--- config.mk ---
export PLATFORM = sky130hd
export DESIGN_NAME = sseg_scan_n_flat
export DESIGN_NICKNAME = d
export VERILOG_FILES = /design/src/rtl/sseg_scan_n_if.sv /design/src/rtl/sseg_scan_n.sv /design/src/flat_wrapper.sv
export SDC_FILE = /design/constraint.sdc
export NUM_CORES = 1
export LEC_CHECK = 0
export ABC_AREA = 1
export ABC_CLOCK_PERIOD_IN_PS = 3300
export CORE_ASPECT_RATIO = 0.75
export CORE_MARGIN = 4
export CORE_UTILIZATION = 40
export DETAILED_ROUTE_END_ITERATION = 6
export DONT_BUFFER_PORTS = 1
export PLACE_DENSITY_LB_ADDON = 0.12
export SYNTH_ARGS = -nofsm -noshare
export SYNTH_HDL_FRONTEND = slang
export SYNTH_SLANG_ARGS = --single-unit
--- constraint.sdc ---
create_clock -name clk -period 3.3 [get_ports clk]
set_input_delay 0.825 -clock clk [delete_from_list [all_inputs] [get_ports clk]]
set_output_delay 0.825 -clock clk [all_outputs]
set_load 0.01 [all_outputs]
--- src/rtl/sseg_scan_n_if.sv ---
// sseg_scan_n_if -- signal bundle between board logic and the seven-segment
// scanner.
//   master : board side; drives value/dp_in/blank_in/lz_sup/brightness
//            (and blink_in when SSEG_BLINK_EN is defined), receives the pins.
//   slave  : scanner side; drives seg/an/dp/digit_idx/scan_tick.
// Optional macro: SSEG_BLINK_EN adds blink_in.
interface sseg_scan_n_if #(
    parameter int DIGITS   = 4,
    parameter int PWM_BITS = 4
);
    localparam int IDX_W = $clog2(DIGITS);

    logic [4*DIGITS-1:0] value;
    logic [DIGITS-1:0]   dp_in;
    logic [DIGITS-1:0]   blank_in;
`ifdef SSEG_BLINK_EN
    logic [DIGITS-1:0]   blink_in;
`endif
    logic                lz_sup;
    logic [PWM_BITS-1:0] brightness;
    logic [6:0]          seg;
    logic [DIGITS-1:0]   an;
    logic                dp;
    logic [IDX_W-1:0]    digit_idx;
    logic                scan_tick;

    modport master (
`ifdef SSEG_BLINK_EN
        output blink_in,
`endif
        output value, dp_in, blank_in, lz_sup, brightness,
        input  seg, an, dp, digit_idx, scan_tick
    );

    modport slave (
`ifdef SSEG_BLINK_EN
        input  blink_in,
`endif
        input  value, dp_in, blank_in, lz_sup, brightness,
        output seg, an, dp, digit_idx, scan_tick
    );
endinterface

--- src/rtl/sseg_scan_n.sv ---
// sseg_scan_n -- time-multiplexed N-digit seven-segment scanner with built-in
// refresh prescaler, leading-zero suppression, PWM brightness, per-scan input
// snapshot and a one-cycle ghosting guard at the start of every digit slot.
// Ports:
//   clk, rst : clock, asynchronous active-high reset
//   bus      : sseg_scan_n_if.slave
//              in : value (hex nibbles, digit 0 rightmost), dp_in, blank_in,
//                   lz_sup, brightness [, blink_in]
//              out: seg (active-low, seg[0]=a), an (active-low), dp
//                   (active-low), digit_idx, scan_tick
// Optional macro: SSEG_BLINK_EN -- blink_in forces digits dark on alternate
// groups of BLINK_SCANS scans.
module sseg_scan_n #(
    parameter int DIGITS      = 4,
    parameter int REFRESH_DIV = 100000,
    parameter int PWM_BITS    = 4,
    parameter int BLINK_SCANS = 64
) (
    input  logic         clk,
    input  logic         rst,
    sseg_scan_n_if.slave bus
);
    localparam int PRE_W = $clog2(REFRESH_DIV);
    localparam int IDX_W = $clog2(DIGITS);
    localparam logic [PRE_W-1:0] PRE_LAST = PRE_W'(REFRESH_DIV - 1);
    localparam logic [IDX_W-1:0] IDX_LAST = IDX_W'(DIGITS - 1);

    if (DIGITS < 2 || DIGITS > 8) begin : g_bad_digits
        $error("sseg_scan_n: DIGITS must be 2..8");
    end
    if (REFRESH_DIV < (1 << PWM_BITS) + 1) begin : g_bad_div
        $error("sseg_scan_n: REFRESH_DIV too small for PWM_BITS");
    end
    if (BLINK_SCANS < 1) begin : g_bad_blink
        $error("sseg_scan_n: BLINK_SCANS must be >= 1");
    end

    logic [PRE_W-1:0]    pre;
    logic [IDX_W-1:0]    idx;
    logic                tick;
    logic                primed;   // low only until the first edge after reset
    logic [4*DIGITS-1:0] value_s;
    logic [DIGITS-1:0]   dp_s, blank_s, supp;
    logic                lz_s;
    logic                slot_end, scan_end, snap_en, blink_ok, en;
    logic [3:0]          nib;
    logic [6:0]          seg_q;
    logic [DIGITS-1:0]   an_q;
    logic                dp_q;

    assign slot_end = (pre == PRE_LAST);
    assign scan_end = slot_end && (idx == IDX_LAST);
    // Shadow registers reload only when a new scan starts, so a frame is
    // always built from one coherent set of inputs.
    assign snap_en  = !primed || scan_end;

    always_ff @(posedge clk or posedge rst) begin
        if (rst) begin
            pre    <= '0;
            idx    <= '0;
            tick   <= 1'b0;
            primed <= 1'b0;
        end else begin
            pre    <= slot_end ? '0 : pre + 1'b1;
            if (slot_end)
                idx <= (idx == IDX_LAST) ? '0 : idx + 1'b1;
            tick   <= scan_end;
            primed <= 1'b1;
        end
    end

    always_ff @(posedge clk or posedge rst) begin
        if (rst) begin
            value_s <= '0;
            dp_s    <= '0;
            blank_s <= '0;
            lz_s    <= 1'b0;
        end else if (snap_en) begin
            value_s <= bus.value;
            dp_s    <= bus.dp_in;
            blank_s <= bus.blank_in;
            lz_s    <= bus.lz_sup;
        end
    end

    // Digit i>=1 is suppressed when it and every digit to its left are zero.
    always_comb begin
        supp = '0;
        for (int i = 1; i < DIGITS; i++) begin
            supp[i] = lz_s;
            for (int j = i; j < DIGITS; j++)
                if (value_s[4*j +: 4] != 4'h0) supp[i] = 1'b0;
        end
    end

`ifdef SSEG_BLINK_EN
    localparam int BC_W = (BLINK_SCANS > 1) ? $clog2(BLINK_SCANS) : 1;
    logic [BC_W-1:0] blink_cnt;
    logic            blink_phase;

    always_ff @(posedge clk or posedge rst) begin
        if (rst) begin
            blink_cnt   <= '0;
            blink_phase <= 1'b0;
        end else if (tick) begin
            if (blink_cnt == BC_W'(BLINK_SCANS - 1)) begin
                blink_cnt   <= '0;
                blink_phase <= ~blink_phase;
            end else begin
                blink_cnt <= blink_cnt + 1'b1;
            end
        end
    end

    assign blink_ok = !(blink_phase && bus.blink_in[idx]);
`else
    assign blink_ok = 1'b1;
`endif

    function automatic logic [6:0] decode(input logic [3:0] h);
        case (h)
            4'h0:    decode = 7'b1000000;
            4'h1:    decode = 7'b1111001;
            4'h2:    decode = 7'b0100100;
            4'h3:    decode = 7'b0110000;
            4'h4:    decode = 7'b0011001;
            4'h5:    decode = 7'b0010010;
            4'h6:    decode = 7'b0000010;
            4'h7:    decode = 7'b1111000;
            4'h8:    decode = 7'b0000000;
            4'h9:    decode = 7'b0010000;
            4'hA:    decode = 7'b0001000;
            4'hB:    decode = 7'b0000011;
            4'hC:    decode = 7'b1000110;
            4'hD:    decode = 7'b0100001;
            4'hE:    decode = 7'b0000110;
            default: decode = 7'b0001110;
        endcase
    endfunction

    assign nib = value_s[{idx, 2'b00} +: 4];
    // pre == 0 is the ghost guard: every slot opens with all anodes off.
    assign en  = !blank_s[idx] && !supp[idx] && (pre != '0) &&
                 (pre[PWM_BITS-1:0] < bus.brightness) && blink_ok;

    always_ff @(posedge clk or posedge rst) begin
        if (rst) begin
            an_q  <= '1;
            seg_q <= '1;
            dp_q  <= 1'b1;
        end else if (en) begin
            an_q  <= ~(DIGITS'(1) << idx);
            seg_q <= decode(nib);
            dp_q  <= ~dp_s[idx];
        end else begin
            an_q  <= '1;
            seg_q <= '1;
            dp_q  <= 1'b1;
        end
    end

    assign bus.an        = an_q;
    assign bus.seg       = seg_q;
    assign bus.dp        = dp_q;
    assign bus.digit_idx = idx;
    assign bus.scan_tick = tick;
endmodule

--- src/flat_wrapper.sv ---
// flat-port wrapper written by rule: the top's interface ports become plain ports
module sseg_scan_n_flat 
#(
    parameter int DIGITS      = 4,
    parameter int REFRESH_DIV = 100000,
    parameter int PWM_BITS    = 4,
    parameter int BLINK_SCANS = 64
)
  (clk, rst, bus_value, bus_dp_in, bus_blank_in, bus_lz_sup, bus_brightness, bus_seg, bus_an, bus_dp, bus_digit_idx, bus_scan_tick);
  sseg_scan_n_if #(.DIGITS(DIGITS), .PWM_BITS(PWM_BITS)) bus_i ();
  input  logic clk;
  input  logic rst;
  input wire logic [$bits(bus_i.value)-1:0] bus_value;
  input wire logic [$bits(bus_i.dp_in)-1:0] bus_dp_in;
  input wire logic [$bits(bus_i.blank_in)-1:0] bus_blank_in;
  input wire logic [$bits(bus_i.lz_sup)-1:0] bus_lz_sup;
  input wire logic [$bits(bus_i.brightness)-1:0] bus_brightness;
  output wire logic [$bits(bus_i.seg)-1:0] bus_seg;
  output wire logic [$bits(bus_i.an)-1:0] bus_an;
  output wire logic [$bits(bus_i.dp)-1:0] bus_dp;
  output wire logic [$bits(bus_i.digit_idx)-1:0] bus_digit_idx;
  output wire logic [$bits(bus_i.scan_tick)-1:0] bus_scan_tick;
  assign bus_i.value = bus_value;
  assign bus_i.dp_in = bus_dp_in;
  assign bus_i.blank_in = bus_blank_in;
  assign bus_i.lz_sup = bus_lz_sup;
  assign bus_i.brightness = bus_brightness;
  assign bus_seg = bus_i.seg;
  assign bus_an = bus_i.an;
  assign bus_dp = bus_i.dp;
  assign bus_digit_idx = bus_i.digit_idx;
  assign bus_scan_tick = bus_i.scan_tick;
  sseg_scan_n #(.DIGITS(DIGITS), .REFRESH_DIV(REFRESH_DIV), .PWM_BITS(PWM_BITS), .BLINK_SCANS(BLINK_SCANS)) u_core (.clk(clk), .rst(rst), .bus(bus_i));
endmodule
After elaboration in Yosys (flattened, before gate mapping)
Memories as Yosys holds them, arrays and structs flattened.
Cells that the tools add are included.
{ "word_totals": {"n_memories": 1, "latchBits": 0, "mem_bits_ro": 112, "ram_bits": 0, "in_bits": 31, "output_inout_bits": 15, "register_bits": 58, "word_cells": 51} }
{ "classes": {"bitwise": 2, "div": 0, "n_mul": 0, "eq_ne": 2, "n_mux": 17, "n_addsub": 2, "shift": 2, "n_reduce_logical": 12, "magnitude_cmp": 2} }
{ "memory_table": {"columns": ["memory", "depth", "word_bits", "read_ports", "rd_clocked_by_memory_dff", "wr", "line", "text"], "rows": [
  ["(no name shown)", 16, 7, 1, 0, 0, "sseg_scan_n.sv:121", "case (h)"]
]} }
{ "ops": {"columns": ["operator", "n"], "rows": [
  ["adder 17 x 1 -> 17 bit (second input constant)", 1],
  ["equality test 17 bit (second input constant)", 1],
  ["2-to-1 mux 17 bit", 1],
  ["nonzero test 17 bit", 1],
  ["variable part select 16 x 5 -> 4 bit", 1],
  ["nonzero test 4 bit", 3],
  ["2-to-1 mux 1 bit", 10],
  ["2-to-1 mux 7 bit", 1],
  ["binary-select mux 1 bit (select 2 bit)", 3],
  ["logical AND 1 bit", 4],
  ["less-than comparator 4 bit", 1],
  ["2-to-1 mux 4 bit", 1],
  ["inverter 4 bit", 1],
  ["<< shifter 1 x 2 -> 4 bit (first input constant)", 1],
  ["zero test 1 bit", 3],
  ["less-than comparator 2 x 3 -> 1 bit (second input constant)", 1],
  ["adder 2 x 1 -> 2 bit (second input constant)", 1],
  ["equality test 2 bit (second input constant)", 1],
  ["2-to-1 mux 2 bit", 1],
  ["logical OR 1 bit", 1],
  ["inverter 1 bit", 1]
]} }

Logic depth before layout (Yosys ltp)
{ "logic_depth": {"ltp_word": 11, "depth_mapped": 14, "depth_no_buf": 13} }

Worst setup path before layout
No wires, ideal clock.
{ "synth_path": {"path_kind": "input -> register", "from": "input port bus_brightness[1]", "to": "register u_core.an_q[0], in the netlist u_core.bus.an[0]", "arrival_time_ps": 1759, "path_buffers": 1, "required_ps": 3219, "setup_time_ps": 81, "slack_ps": 1460, "path_stages": 9, "cell_sequence": "inv_1 ha_1 nand2_1 nand2_1 a21oi_1 nor2_1 nor2_1 buf_2 nand2_1"} }
{ "synth_via": {"elab_chain_len": 3} }
{ "synth_lines": {"columns": ["item", "line", "text"], "rows": [
  ["from (decl)", "flat_wrapper.sv:17", "input wire logic [$bits(bus_i.brightness)-1:0] bus_brightness;"],
  ["less-than comparator 4 bit", "sseg_scan_n.sv:144", "(pre[PWM_BITS-1:0] < bus.brightness) && blink_ok;"],
  ["logical AND 1 bit", "sseg_scan_n.sv:143", "assign en = !blank_s[idx] && !supp[idx] && (pre != '0) &&"],
  ["2-to-1 mux 4 bit", "sseg_scan_n.sv:151", "end else if (en) begin"],
  ["to (signal assigned)", "sseg_scan_n.sv:152", "an_q <= ~(DIGITS'(1) << idx);"],
  ["to (decl)", "sseg_scan_n.sv:48", "logic [DIGITS-1:0] an_q;"]
]} }
Every way passes these cells.
A chain may end at the register's enable or synchronous reset.

Final worst setup path
{ "layout_path": {"from": "register u_core.idx[0], in the netlist u_core.bus.digit_idx[0]", "to": "register u_core.seg_q[1], in the netlist u_core.bus.seg[1]"} }
{ "layout_via": {"elab_chain_len": 7, "elab_cells_between_ends": 12, "classes_between": "shift (1); mux (5); reduce/logical (5); memory (1)"} }
{ "layout_lines": {"columns": ["item", "line", "text"], "rows": [
  ["from (decl)", "sseg_scan_n.sv:39", "logic [IDX_W-1:0] idx;"],
  ["from (signal assigned)", "sseg_scan_n.sv:66", "idx <= (idx == IDX_LAST) ? '0 : idx + 1'b1;"],
  ["branches (longest 6 deep; another with memory read (16 x 7 bit))", null, null],
  ["2-to-1 mux 7 bit (*)", "sseg_scan_n.sv:151", null],
  ["to (signal assigned)", "sseg_scan_n.sv:153", "seg_q <= decode(nib);"],
  ["to (decl)", "sseg_scan_n.sv:47", "logic [6:0] seg_q;"]
]} }
Mark *: on every way between the ends. The select of a mux whose other input is x is not followed.

==> metrics.txt <==
status finished clean; total track usage 16.8%; mux cell area share after synthesis 0%; CP top delay family simple AND/OR/NAND/NOR gates; Final Critical Period 2.39 ns; main combinational cell family by area after synthesis simple AND/OR/NAND/NOR gates; hold_sp u_core.pre[0]$_DFF_PP0_; Syn Nets 463; synth cell count leaders nand2_1, nand3_1, dfrtp_1, inv_1, nor2_1; synth top area cells dfrtp_1, nand2_1, dfstp_2; number of H-tree levels 3; Crit Reg-Reg Endpoint u_core.bus.seg[1]$_DFF_PP1_; Power Dens Cells 506 mW/mm2; final hold viol count 0; first-pass GRT wire length ~13000 um; number of synthesized register bits 58; register area share after synthesis 45.9%; XOR/XNOR share of the synthesized area around 2.2%; initial antenna violation count 0; Final ANT Viol Nets 0; Routed WL 7420 um; Peak Freq 418 MHz; DPL Wire Length 5230 um; CTS Root Cell clkbuf_8; initial core utilization 42.2%; CTS clk-pin slew, worst paths 0.07 ns; worst hold endpoint u_core.pre[0]$_DFF_PP0_; Buffers on Ports 0; Slew Limit Headroom 33.0%; Synthesis Warnings 0; area delta synth->final 10.1%; Req. time, crit path approximately 3.5 ns; total CTS buffers 9; fill count approximately 800; Synth Area in Compound Gates 2.23%; # rows 27; first-pass detailed-route iteration total 4; Synth Flop Type dfrtp_1; Worst setup EP type flop; Starting DRT DRC Count 111; Hold Path Class flop to flop; Clock Sinks 58; post-CTS resize count 0; grt ovf 0; Post-Syn Instances 417; number of cells on the worst reg-to-reg path 7; Post-Place Cell Area 0.00326 mm2; Leakage 1.83 nW; critical path arrival 2.63 ns; Post-CTS Hold Fix Bufs 0; vias per cell 4.90; Die W around 110 um; CP max FO 17; skew final 0.00777 ns; post-synth top area share between 30% and 40%; largest net degree at the start of global routing 48; RSZ-0062 raised after global routing false; CTS tree built; Final setup viols 0; CTS max path bufs 2; post-CTS setup buffers 0; die area around 0.0095 mm2; number of global-route vias before repair 2505; CP Buf/Inv Count 1; slowest stage delay, CP 0.71 ns; Worst-Margin Slew roughly 1.0 ns; Critical Path Start Type flop; hold path depth 1; synthesized area 0.00319 mm2; Avg WL per Cell 14.1 um; Layout Nets 465; CP Class flop to flop; Remaining DRCs 0; Max rail drop VDD 0.197 mV; period utilization approximately 73%; r2r setup slk 0.91 ns; core area 0.00757 mm2; Synth Area in Simple Gates 35.7%; worst-path cell chain inv_1, nor2_1, nor2_1, nor2_1, nand3_1, nor2_1, nand2_1; origin of the critical flop-to-flop path u_core.bus.digit_idx[0]$_DFFE_PP0N_; number of diodes 0; fin. max-slew vios 0; Post-synth EDFFs 0; Adder-Cell Fraction of Synth Area 5.88%; Post-synth ARST share 100%; setup TNS 0 ns; Die Height 85.4 um; routed vias 2573; worst skew pair latency 0.34 ns; most common cell in the netlist nand2_1; layout cells sized above 1 10.1%; post-synth cell types 29; Avg Synthesized Cell Area 7.66 um2; most frequent CP cell nor2_1; max_cap viols 0; # IOs 46; GP Congestion 0.876; largest area contributor in the netlist dfrtp_1; CP max-delay cell dfrtp_1; Design Area, Final 0.00352 mm2
## cell usage in the layout (no fill, tap or decap), types with 3 or more instances in the layout
| cell | count |
|---|---|
| nand4_1 | 6 |
| a21oi_1 | 3 |
| nand3_1 | 58 |
| nand2_1 | 139 |
| inv_2 | 4 |
| clkbuf_8 | 11 |
| nor2_1 | 41 |
| nor3_1 | 5 |
| xor2_1 | 7 |
| ha_1 | 15 |
| bufinv_16 | 3 |
| dfrtp_1 | 46 |
| inv_1 | 45 |
| dfstp_2 | 12 |
| o21ai_0 | 10 |
## logic make-up (layout without fill, tap and decap cells)
kind of cell,Yosys count,after routing
buffers and inverters,60,67
other,1,1
flip-flops,58,58
XOR/XNOR,8,8
adder cells (fa/ha/maj),15,15
AO/OA/AOI/OAI,14,14
AND/OR/NAND/NOR,261,261
## layer usage
metal / global-route usage [%] / share of wire, % / vias to the layer above
li1: - / - / 1311
met1: 24.1 / 52 / 1167
met2: 23.4 / 40 / 81
met3: 5.13 / 6.4 / 14
met4: 6.63 / 1.9 / 0
met5: 0 / 0 / -
## stage by stage
step | power [mW] | cells | setup WS [ns] | util (%) | hold slack, ns
after detailed placement | 0.957 | 509 | 0.891 | 43.1 | 0.490
after floorplan | 0.919 | 417 | 1.07 | - | 0.453
after CTS | 1.80 | 525 | 0.861 | 46.5 | 0.499
after global routing | 1.87 | 525 | 0.530 | 46.5 | 0.523
final | 1.78 | 525 | 0.905 | 46.5 | 0.500
after global placement | 0.955 | 509 | 0.938 | 43.1 | 0.481
## worst max path at each step
stage	start	end	slack (ns)	cells past startpoint
after floorplan	rst	u_core.blank_s[0]$_DFFE_PP0P_	1.07	1
after global placement	u_core.bus.digit_idx[0]$_DFFE_PP0N_	u_core.bus.an[2]$_DFF_PP1_	0.94	7
after detailed placement	u_core.bus.digit_idx[0]$_DFFE_PP0N_	u_core.bus.an[2]$_DFF_PP1_	0.89	7
after CTS	u_core.bus.digit_idx[0]$_DFFE_PP0N_	u_core.bus.an[2]$_DFF_PP1_	0.86	7
after global routing	u_core.bus.digit_idx[0]$_DFFE_PP0N_	u_core.bus.an[0]$_DFF_PP1_	0.53	7
final	u_core.bus.digit_idx[0]$_DFFE_PP0N_	u_core.bus.seg[1]$_DFF_PP1_	0.91	7
## worst register-to-register path: cells and delay by family (launching register included)
family | cells | cell delay (ns)
buf+inv | 1 | 0.39
simple gates | 6 | 1.19
flops | 1 | 0.71
## report_power, final
group | switching [mW] | internal [mW] | total [mW]
clock | 0.295 | 0.540 | 0.835
combinational | 0.0915 | 0.0460 | 0.137
sequential | 0.0393 | 0.766 | 0.806
## layout make-up
cell class / instances / area (um2) / area share (%)
Multi-Input combinational cell: 299 / 1470 / 41.9
Sequential cell: 58 / 1470 / 41.7
Inverter: 49 / 184 / 5.23
Clock buffer: 11 / 151 / 4.31
Tap cell: 101 / 126 / 3.59
Clock inverter: 5 / 100 / 2.85
Timing Repair Buffer: 2 / 15.0 / 0.427
## registers in the layout, indices dropped and copies added, names as in the netlist, 2 cells and up
signal / count
u_core.dp_s: 4
u_core.value_s: 16
u_core.bus.digit_idx: 2
u_core.bus.seg: 7
u_core.bus.an: 4
u_core.blank_s: 4
u_core.pre: 17
No activity file was read; power rests on OpenSTA's default activity.
